`config.mk`:
```
export PLATFORM = sky130hd
export DESIGN_NAME = button_press_classifier
export DESIGN_NICKNAME = d
export VERILOG_FILES = /design/src/rtl/button_press_classifier_pkg.sv /design/src/rtl/button_press_classifier_tick_divider.sv /design/src/rtl/button_press_classifier.sv
export SDC_FILE = /design/constraint.sdc
export NUM_CORES = 1
export LEC_CHECK = 0
export ABC_AREA = 1
export ABC_CLOCK_PERIOD_IN_PS = 3050
export BUFFER_PORTS_ARGS = -buffer_cell sky130_fd_sc_hd__buf_2
export CORE_MARGIN = 2
export CORE_UTILIZATION = 55
export DETAILED_ROUTE_END_ITERATION = 12
export PLACE_DENSITY = 0.7
export SLEW_MARGIN = 15
export SYNTH_ARGS = -nofsm -noshare
export SYNTH_HDL_FRONTEND = slang
export SYNTH_SLANG_ARGS = --single-unit
```
`constraint.sdc`:
```
create_clock -name Clk -period 3.05 [get_ports Clk]
set_clock_uncertainty 0.1 [all_clocks]
set_input_delay 0.61 -clock Clk [delete_from_list [all_inputs] [get_ports Clk]]
set_output_delay 0.61 -clock Clk [all_outputs]
set_load 0.02 [all_outputs]
```
`src/rtl/button_press_classifier_pkg.sv`:
```
// Purpose : shared types for the button press classifier and its consumers.
// Contents: btn_state_e (3-bit classifier state encoding) and a helper that
//           says whether a state counts as "button held".
package btn_pkg;

  typedef enum logic [2:0] {
    IDLE      = 3'd0,
    PRESSED1  = 3'd1,
    WAIT2     = 3'd2,
    PRESSED2  = 3'd3,
    LONG_HELD = 3'd4
  } btn_state_e;

  function automatic logic state_is_held(btn_state_e s);
    return (s == PRESSED1) || (s == PRESSED2) || (s == LONG_HELD);
  endfunction

endpackage

```
`src/rtl/button_press_classifier_tick_divider.sv`:
```
// Purpose : free-running prescaler producing a one-cycle Tick every DIV clocks.
// Ports   : Clk     in  system clock
//           Reset_n in  synchronous active-low reset (counter restarts at 0)
//           Tick    out high for one Clk cycle every DIV cycles
module tick_divider #(
  parameter int DIV = 50000
) (
  input  logic Clk,
  input  logic Reset_n,
  output logic Tick
);

  localparam int W = $clog2(DIV);
  localparam logic [W-1:0] LAST = W'(DIV - 1);

  logic [W-1:0] cnt_q, cnt_d;

  always_comb begin
    cnt_d = (cnt_q == LAST) ? '0 : cnt_q + W'(1);
  end

  always_ff @(posedge Clk) begin
    if (!Reset_n) cnt_q <= '0;
    else          cnt_q <= cnt_d;
  end

  assign Tick = (cnt_q == LAST);

endmodule

```
`src/rtl/button_press_classifier.sv`:
```
// Purpose : classifies a debounced button level into single-cycle events
//           (short press, double click, long press, auto-repeat).
// Ports   : Clk, Reset_n (sync, active-low), Level (debounced, synchronous)
//           Held        high while in PRESSED1 / PRESSED2 / LONG_HELD
//           ShortPress, DoubleClick, LongPress, Repeat: registered 1-cycle pulses
//
// state     | meaning
// IDLE      | button released, nothing pending
// PRESSED1  | first press in progress, timing toward long press
// WAIT2     | released after first press, waiting for a second click
// PRESSED2  | second press of a double click, no further events
// LONG_HELD | long press reported, emitting Repeat pulses
module button_press_classifier
  import btn_pkg::*;
#(
  parameter int TICK_DIV     = 50000,
  parameter int LONG_TICKS   = 800,
  parameter int DOUBLE_TICKS = 250,
  parameter int REPEAT_TICKS = 150,
  parameter int CNT_W        = 16
) (
  input  logic Clk,
  input  logic Reset_n,
  input  logic Level,
  output logic Held,
  output logic ShortPress,
  output logic DoubleClick,
  output logic LongPress,
  output logic Repeat
);

  localparam logic [CNT_W-1:0] LONG_LAST   = CNT_W'(LONG_TICKS - 1);
  localparam logic [CNT_W-1:0] DOUBLE_LAST = CNT_W'(DOUBLE_TICKS - 1);
  localparam logic [CNT_W-1:0] REPEAT_LAST = CNT_W'(REPEAT_TICKS - 1);

  logic tick;
  logic rise, fall;
  logic expire_long, expire_double, expire_repeat;

  btn_state_e       state_q, state_d;
  logic [CNT_W-1:0] cnt_q, cnt_d;
  logic             prev_level_q;
  logic             held_q, held_d;
  logic             short_q, short_d;
  logic             double_q, double_d;
  logic             long_q, long_d;
  logic             repeat_q, repeat_d;

  tick_divider #(.DIV(TICK_DIV)) u_tick (
    .Clk     (Clk),
    .Reset_n (Reset_n),
    .Tick    (tick)
  );

  assign rise = Level & ~prev_level_q;
  assign fall = ~Level & prev_level_q;

  assign expire_long   = tick & (cnt_q == LONG_LAST);
  assign expire_double = tick & (cnt_q == DOUBLE_LAST);
  assign expire_repeat = tick & (cnt_q == REPEAT_LAST);

  // Edges are tested before expiries so an edge landing on the threshold wins.
  always_comb begin
    state_d  = state_q;
    short_d  = 1'b0;
    double_d = 1'b0;
    long_d   = 1'b0;
    repeat_d = 1'b0;
    cnt_d    = (tick && (cnt_q != '1)) ? cnt_q + CNT_W'(1) : cnt_q;

    case (state_q)
      IDLE: begin
        if (rise) state_d = PRESSED1;
      end
      PRESSED1: begin
        if (fall) begin
          state_d = WAIT2;
        end else if (expire_long) begin
          state_d = LONG_HELD;
          long_d  = 1'b1;
        end
      end
      WAIT2: begin
        if (rise) begin
          state_d  = PRESSED2;
          double_d = 1'b1;
        end else if (expire_double) begin
          state_d = IDLE;
          short_d = 1'b1;
        end
      end
      PRESSED2: begin
        if (fall) state_d = IDLE;
      end
      LONG_HELD: begin
        if (fall) begin
          state_d = IDLE;
        end else if (expire_repeat) begin
          repeat_d = 1'b1;
          cnt_d    = '0;
        end
      end
      default: state_d = IDLE;
    endcase

    if (state_d != state_q) cnt_d = '0;

    held_d = state_is_held(state_d);
  end

  // PrevLevel resets high so a button held through reset needs a fresh press.
  always_ff @(posedge Clk) begin
    if (!Reset_n) begin
      state_q      <= IDLE;
      cnt_q        <= '0;
      prev_level_q <= 1'b1;
      held_q       <= 1'b0;
      short_q      <= 1'b0;
      double_q     <= 1'b0;
      long_q       <= 1'b0;
      repeat_q     <= 1'b0;
    end else begin
      state_q      <= state_d;
      cnt_q        <= cnt_d;
      prev_level_q <= Level;
      held_q       <= held_d;
      short_q      <= short_d;
      double_q     <= double_d;
      long_q       <= long_d;
      repeat_q     <= repeat_d;
    end
  end

  assign Held        = held_q;
  assign ShortPress  = short_q;
  assign DoubleClick = double_q;
  assign LongPress   = long_q;
  assign Repeat      = repeat_q;

endmodule

```
# [After elaboration in Yosys (flattened, before gate mapping)]
# Index checks and enable logic that the tools add are counted.
# W data, S select, Z words.
[totals] ff_bits=41 latch_bits=0 mem_bits_rw=0 mem_bits_ro=0 input_bits=3 mem_count=0
[op_classes] addsub=2 multipliers=0 n_div=0 order_cmp=0 eq_ne=13 n_shift=0 mux=15 n_bitwise=11 reduce_logical=11
[op_table] operator="$mux W16" count=4
[op_table] operator="$add A16 B1 Y16 const B" count=2
[op_table] operator="$eq A16 B8 Y1 const B" count=2
[op_table] operator="$mux W3" count=6
[op_table] operator="$eq A16 B10 Y1 const B" count=1
[op_table] operator="$eq A16 B16 Y1 const B" count=1
[op_table] operator="$ne A16 B16 Y1 const B" count=1
[op_table] operator="$pmux W3 S4" count=1
[op_table] operator="$eq A3 B2 Y1 const B" count=3
[op_table] operator="$reduce_or A3 Y1" count=3
[op_table] operator="$eq A3 B1 Y1 const B" count=2
[op_table] operator="$eq A3 B3 Y1 const B" count=2
[op_table] operator="$not A1 Y1" count=6
[op_table] operator="$reduce_or A2 Y1" count=3
[op_table] operator="$and A1 B1 Y1" count=5
[op_table] operator="$mux W1" count=4
[op_table] operator="$logic_not A3 Y1" count=1
[op_table] operator="$ne A3 B3 Y1" count=1
[op_table] operator="$logic_or A1 B1 Y1" count=2
[op_table] operator="$reduce_and A2 Y1" count=1
[op_table] operator="$logic_and A1 B1 Y1" count=1

# [Logic depth before layout (Yosys ltp)]
[logic_depth] depth_word=8 ltp_mapped=12 ltp_nobuf=12

# [Modules after synthesis]
# A second synthesis with hierarchy kept.
[unflattened] hier_cells=375 hier_area_um2=2437.3
[modules_own_cells] module="button_press_classifier" n_inst=1 cells_each=246 area_each_um2=1581.5 seq_area_each_um2=500.5
[modules_own_cells] module="tick_divider" n_inst=1 cells_each=129 area_each_um2=855.8 seq_area_each_um2=320.3

# [Worst setup path before layout]
# OpenSTA, ideal clock, no wires.
[synth_timing] path_kind="register to register" start="register cnt_q[0]" end="register cnt_q[13]" setup_ps=117 t_arrival_ps=1573 required_ps=2833 slack_ps=1260 path_stages_with_launch=12 synth_period_minus_slack_ps=1790 path_cell_list="dfxtp_1 -> ha_1 -> nand2_1 -> nor2_4 -> nand3_1 -> nor2_1 -> nand2_1 -> nand2_1 -> nand3_1 -> nand2_2 -> buf_4 -> nor3_1"
[synth_via] elab_chain_cells=7 word_cells_on_any_way=20
[synth_rtl] element="start: declaration" line_no="button_press_classifier.sv:41" text="logic [CNT_W-1:0] cnt_q, cnt_d;"
[synth_rtl] element="start signal: assignment" line_no="button_press_classifier.sv:124" text="cnt_q <= cnt_d;"
[synth_rtl] element="parallel branches: the longest is 7 deep, another holds $add A16 B1 Y16"
# Several ways; the timed one is not identified.
# A chain may end at the register's enable or synchronous reset.

# [Worst setup path after layout]
[layout_timing] start="register cnt_q[0]" end="register cnt_q[2]"
# Same word-level chain as after synthesis.

==> impl_metrics.env <==
export IMPL_r2r_cells=10
export IMPL_hold_viol=0
export IMPL_worstMarginPinSlew_ns=0.490
export IMPL_rsz0062_at_grt="no"
export IMPL_cts_repair_resized=0
export IMPL_htree_levels=2
export IMPL_crit_path_end_kind="flip-flop"
export IMPL_clk_pin_slew_ns=0.08
export IMPL_route_vias_total=2310
export IMPL_met1_length_um=2470
export IMPL_power_uw=1040
export IMPL_core_area_um2=4320
export IMPL_grt_pass1_vias=2159
export IMPL_mostFrequentLayoutCell="nand2_1"
export IMPL_clock_tree_root_cell="clkbuf_8"
export IMPL_cts_max_path_buffers=2
export IMPL_crit_fanout=16
export IMPL_synth_ff_type="dfxtp_1"
export IMPL_whs_endpoint="u_tick.cnt_q[0]"
export IMPL_die_w_um=70.6
export IMPL_synth_fp_nets=386
export IMPL_synth_distinct_cells=30
export IMPL_grt_first_pass_wirelength_um=9260
export IMPL_setup_worst_path_class="flip-flop to flip-flop"
export IMPL_synth_edf_count=0
export IMPL_r2r_setup_slack_ns=1.03
export IMPL_cts_sinks=41
export IMPL_first_pass_iters=4
export IMPL_portBuffers=7
export IMPL_placed_cell_area_um2=2490
export IMPL_period_share=0.663
export IMPL_drt_initial_drc_count=201
export IMPL_wl_met2_um=2380
export IMPL_fillCellCount=426
export IMPL_areaGrowthSynthToFinish_pct=6.92
export IMPL_netlist_area_um2=2440
export IMPL_p_leak_uw=0.000993
export IMPL_fmax_mhz=495
export IMPL_overflow=0
export IMPL_fin_area_um2=2610
export IMPL_initial_utilization=0.565
export IMPL_ios=8
export IMPL_viasPerCell=5.24
export IMPL_yosys_warnings=0
export IMPL_fin_crit_ns=2.02
export IMPL_synthCells=380
export IMPL_drcViolationCount=0
export IMPL_cp_required_ns=3.12
export IMPL_seq_area_um2=821
export IMPL_cts_buffers=5
export IMPL_multi_input_area_um2=1390
export IMPL_dr_max_layer_used="met4"
export IMPL_fp_dieH_um=70.6
export IMPL_r2r_start="cnt_q[0]"
export IMPL_antenna_found_initial=0
export IMPL_met3_length_um=228
export IMPL_relSlewSlack=0.671
export IMPL_peakVddDrop_uv=273
export IMPL_drive_above_1_share=0.0977
export IMPL_arrival_ns=2.10
export IMPL_postCtsHoldBufs=0
export IMPL_ys_ff_latch=41
export IMPL_min_from="u_tick.cnt_q[0]"
export IMPL_cellPowerDensity_nw_per_um2=397
export IMPL_clk_latency_ns=0.29
export IMPL_max_cap_violations=0
export IMPL_num_nets_final=394
export IMPL_final_cell_mix="105 x nand2_1, 51 x nor2_1, 45 x inv_1"
export IMPL_setup_violations_final=0
export IMPL_synthArstFlopShare=0
export IMPL_wl_um=5180
export IMPL_gp_congestion=0.892
export IMPL_maxSlewViolCount=0
export IMPL_outcome="finished clean"
export IMPL_r2r_end="cnt_q[2]"
export IMPL_cts_tree="yes"
export IMPL_dieArea_um2=4990
export IMPL_wire_per_inst_um=11.8
export IMPL_min_path_cells=1
export IMPL_diodes=0
export IMPL_ant_nets=0
export IMPL_hp_class="flip-flop to flip-flop"
export IMPL_startpoint_type="flip-flop"
export IMPL_track_usage=0.225
export IMPL_cts_setup_buffers=0
export IMPL_dpl_hpwl_um=3980
export IMPL_fp_row_count=24
export IMPL_setup_tns_ns=0
export IMPL_syn_area_per_cell_um2=6.43
export IMPL_yosysSeqAreaShare=0.336
export IMPL_grt_max_degree=17
[cells by family (layout without fill, tap and decap cells)]
| kind of cell | Yosys count | in the layout | share of synthesized area |
|---|---|---|---|
| adders and majority gates | 3 | 3 | 0.0154 |
| buffers and inverters | 56 | 65 | 0.0963 |
| and+or+nand+nor | 245 | 245 | 0.463 |
| AOI/OAI and AO/OA | 25 | 25 | 0.0533 |
| xor gates and xnor gates | 10 | 10 | 0.0359 |
| DFF | 41 | 41 | 0.336 |
[routing by layer]
layer,vias up,global-route usage
li1,1227,-
met1,1022,0.300
met2,52,0.360
met3,9,0.0484
met4,0,0.0881
met5,-,0
[Yosys cell counts, types with 6 or more instances]
| master | count | area [um^2] |
|---|---|---|
| nor2_1 | 51 | 191 |
| a21oi_1 | 12 | 60.1 |
| o21ai_0 | 9 | 45.0 |
| nand2_1 | 105 | 394 |
| dfxtp_1 | 41 | 821 |
| xor2_1 | 8 | 70.1 |
| inv_1 | 45 | 169 |
| nor3_1 | 28 | 140 |
| nor3_2 | 6 | 60.1 |
| nand3_1 | 28 | 140 |
| nand4_1 | 10 | 62.6 |
[state kept, by name (all words and copies together), names as in the netlist]
name          flops
Held              1
cnt_q            16
ShortPress        1
u_tick.cnt_q     16
DoubleClick       1
Repeat            1
prev_level_q      1
LongPress         1
state_q           3
[worst max-delay path, stage by stage, from the launching register on]
cell	delay, ns
dfxtp_1	0.42
ha_1	0.28
nand2_1	0.12
nor2_4	0.14
nand3_1	0.08
nor2_1	0.12
nand2_1	0.07
nand2_1	0.08
nand3_1	0.08
nand2_2	0.32
nor3_1	0.10
[stage by stage]
step	worst slack, ns	hold WS (ns)	cells	util
after detailed placement	0.982	0.334	433	0.577
after global placement	0.988	0.326	433	0.577
after CTS	0.998	0.352	441	0.604
after global routing	0.826	0.392	441	0.604
final	1.03	0.347	441	0.604
after floorplan	1.26	0.318	380	-
[power breakdown]
group | internal, uW | switching, uW | total [uW]
Sequential | 540 | 4.02 | 544
Clock | 267 | 187 | 453
Combinational | 9.70 | 29.1 | 38.8
Total | 817 | 220 | 1040
[worst max path at each step]
stage | slack (ns) | cells past startpoint | to | startpoint
after global routing | 0.83 | 10 | cnt_q[2] | cnt_q[0]
final | 1.03 | 10 | cnt_q[2] | cnt_q[0]
after floorplan | 1.26 | 11 | cnt_q[13] | cnt_q[0]
after global placement | 0.99 | 9 | cnt_q[6] | Level
after detailed placement | 0.98 | 9 | cnt_q[6] | Level
after CTS | 1.0 | 10 | cnt_q[2] | cnt_q[0]
[cell type report]
| type | count | share of cell area |
|---|---|---|
| tap | 52 | 0.0249 |
| multi-input combinational | 283 | 0.531 |
| clock buffer | 7 | 0.0331 |
| clock inverter | 1 | 0.0115 |
| inverter | 50 | 0.0719 |
| timing repair buffer | 7 | 0.0134 |
| sequential | 41 | 0.314 |
Power figures use the tool's default switching activity.
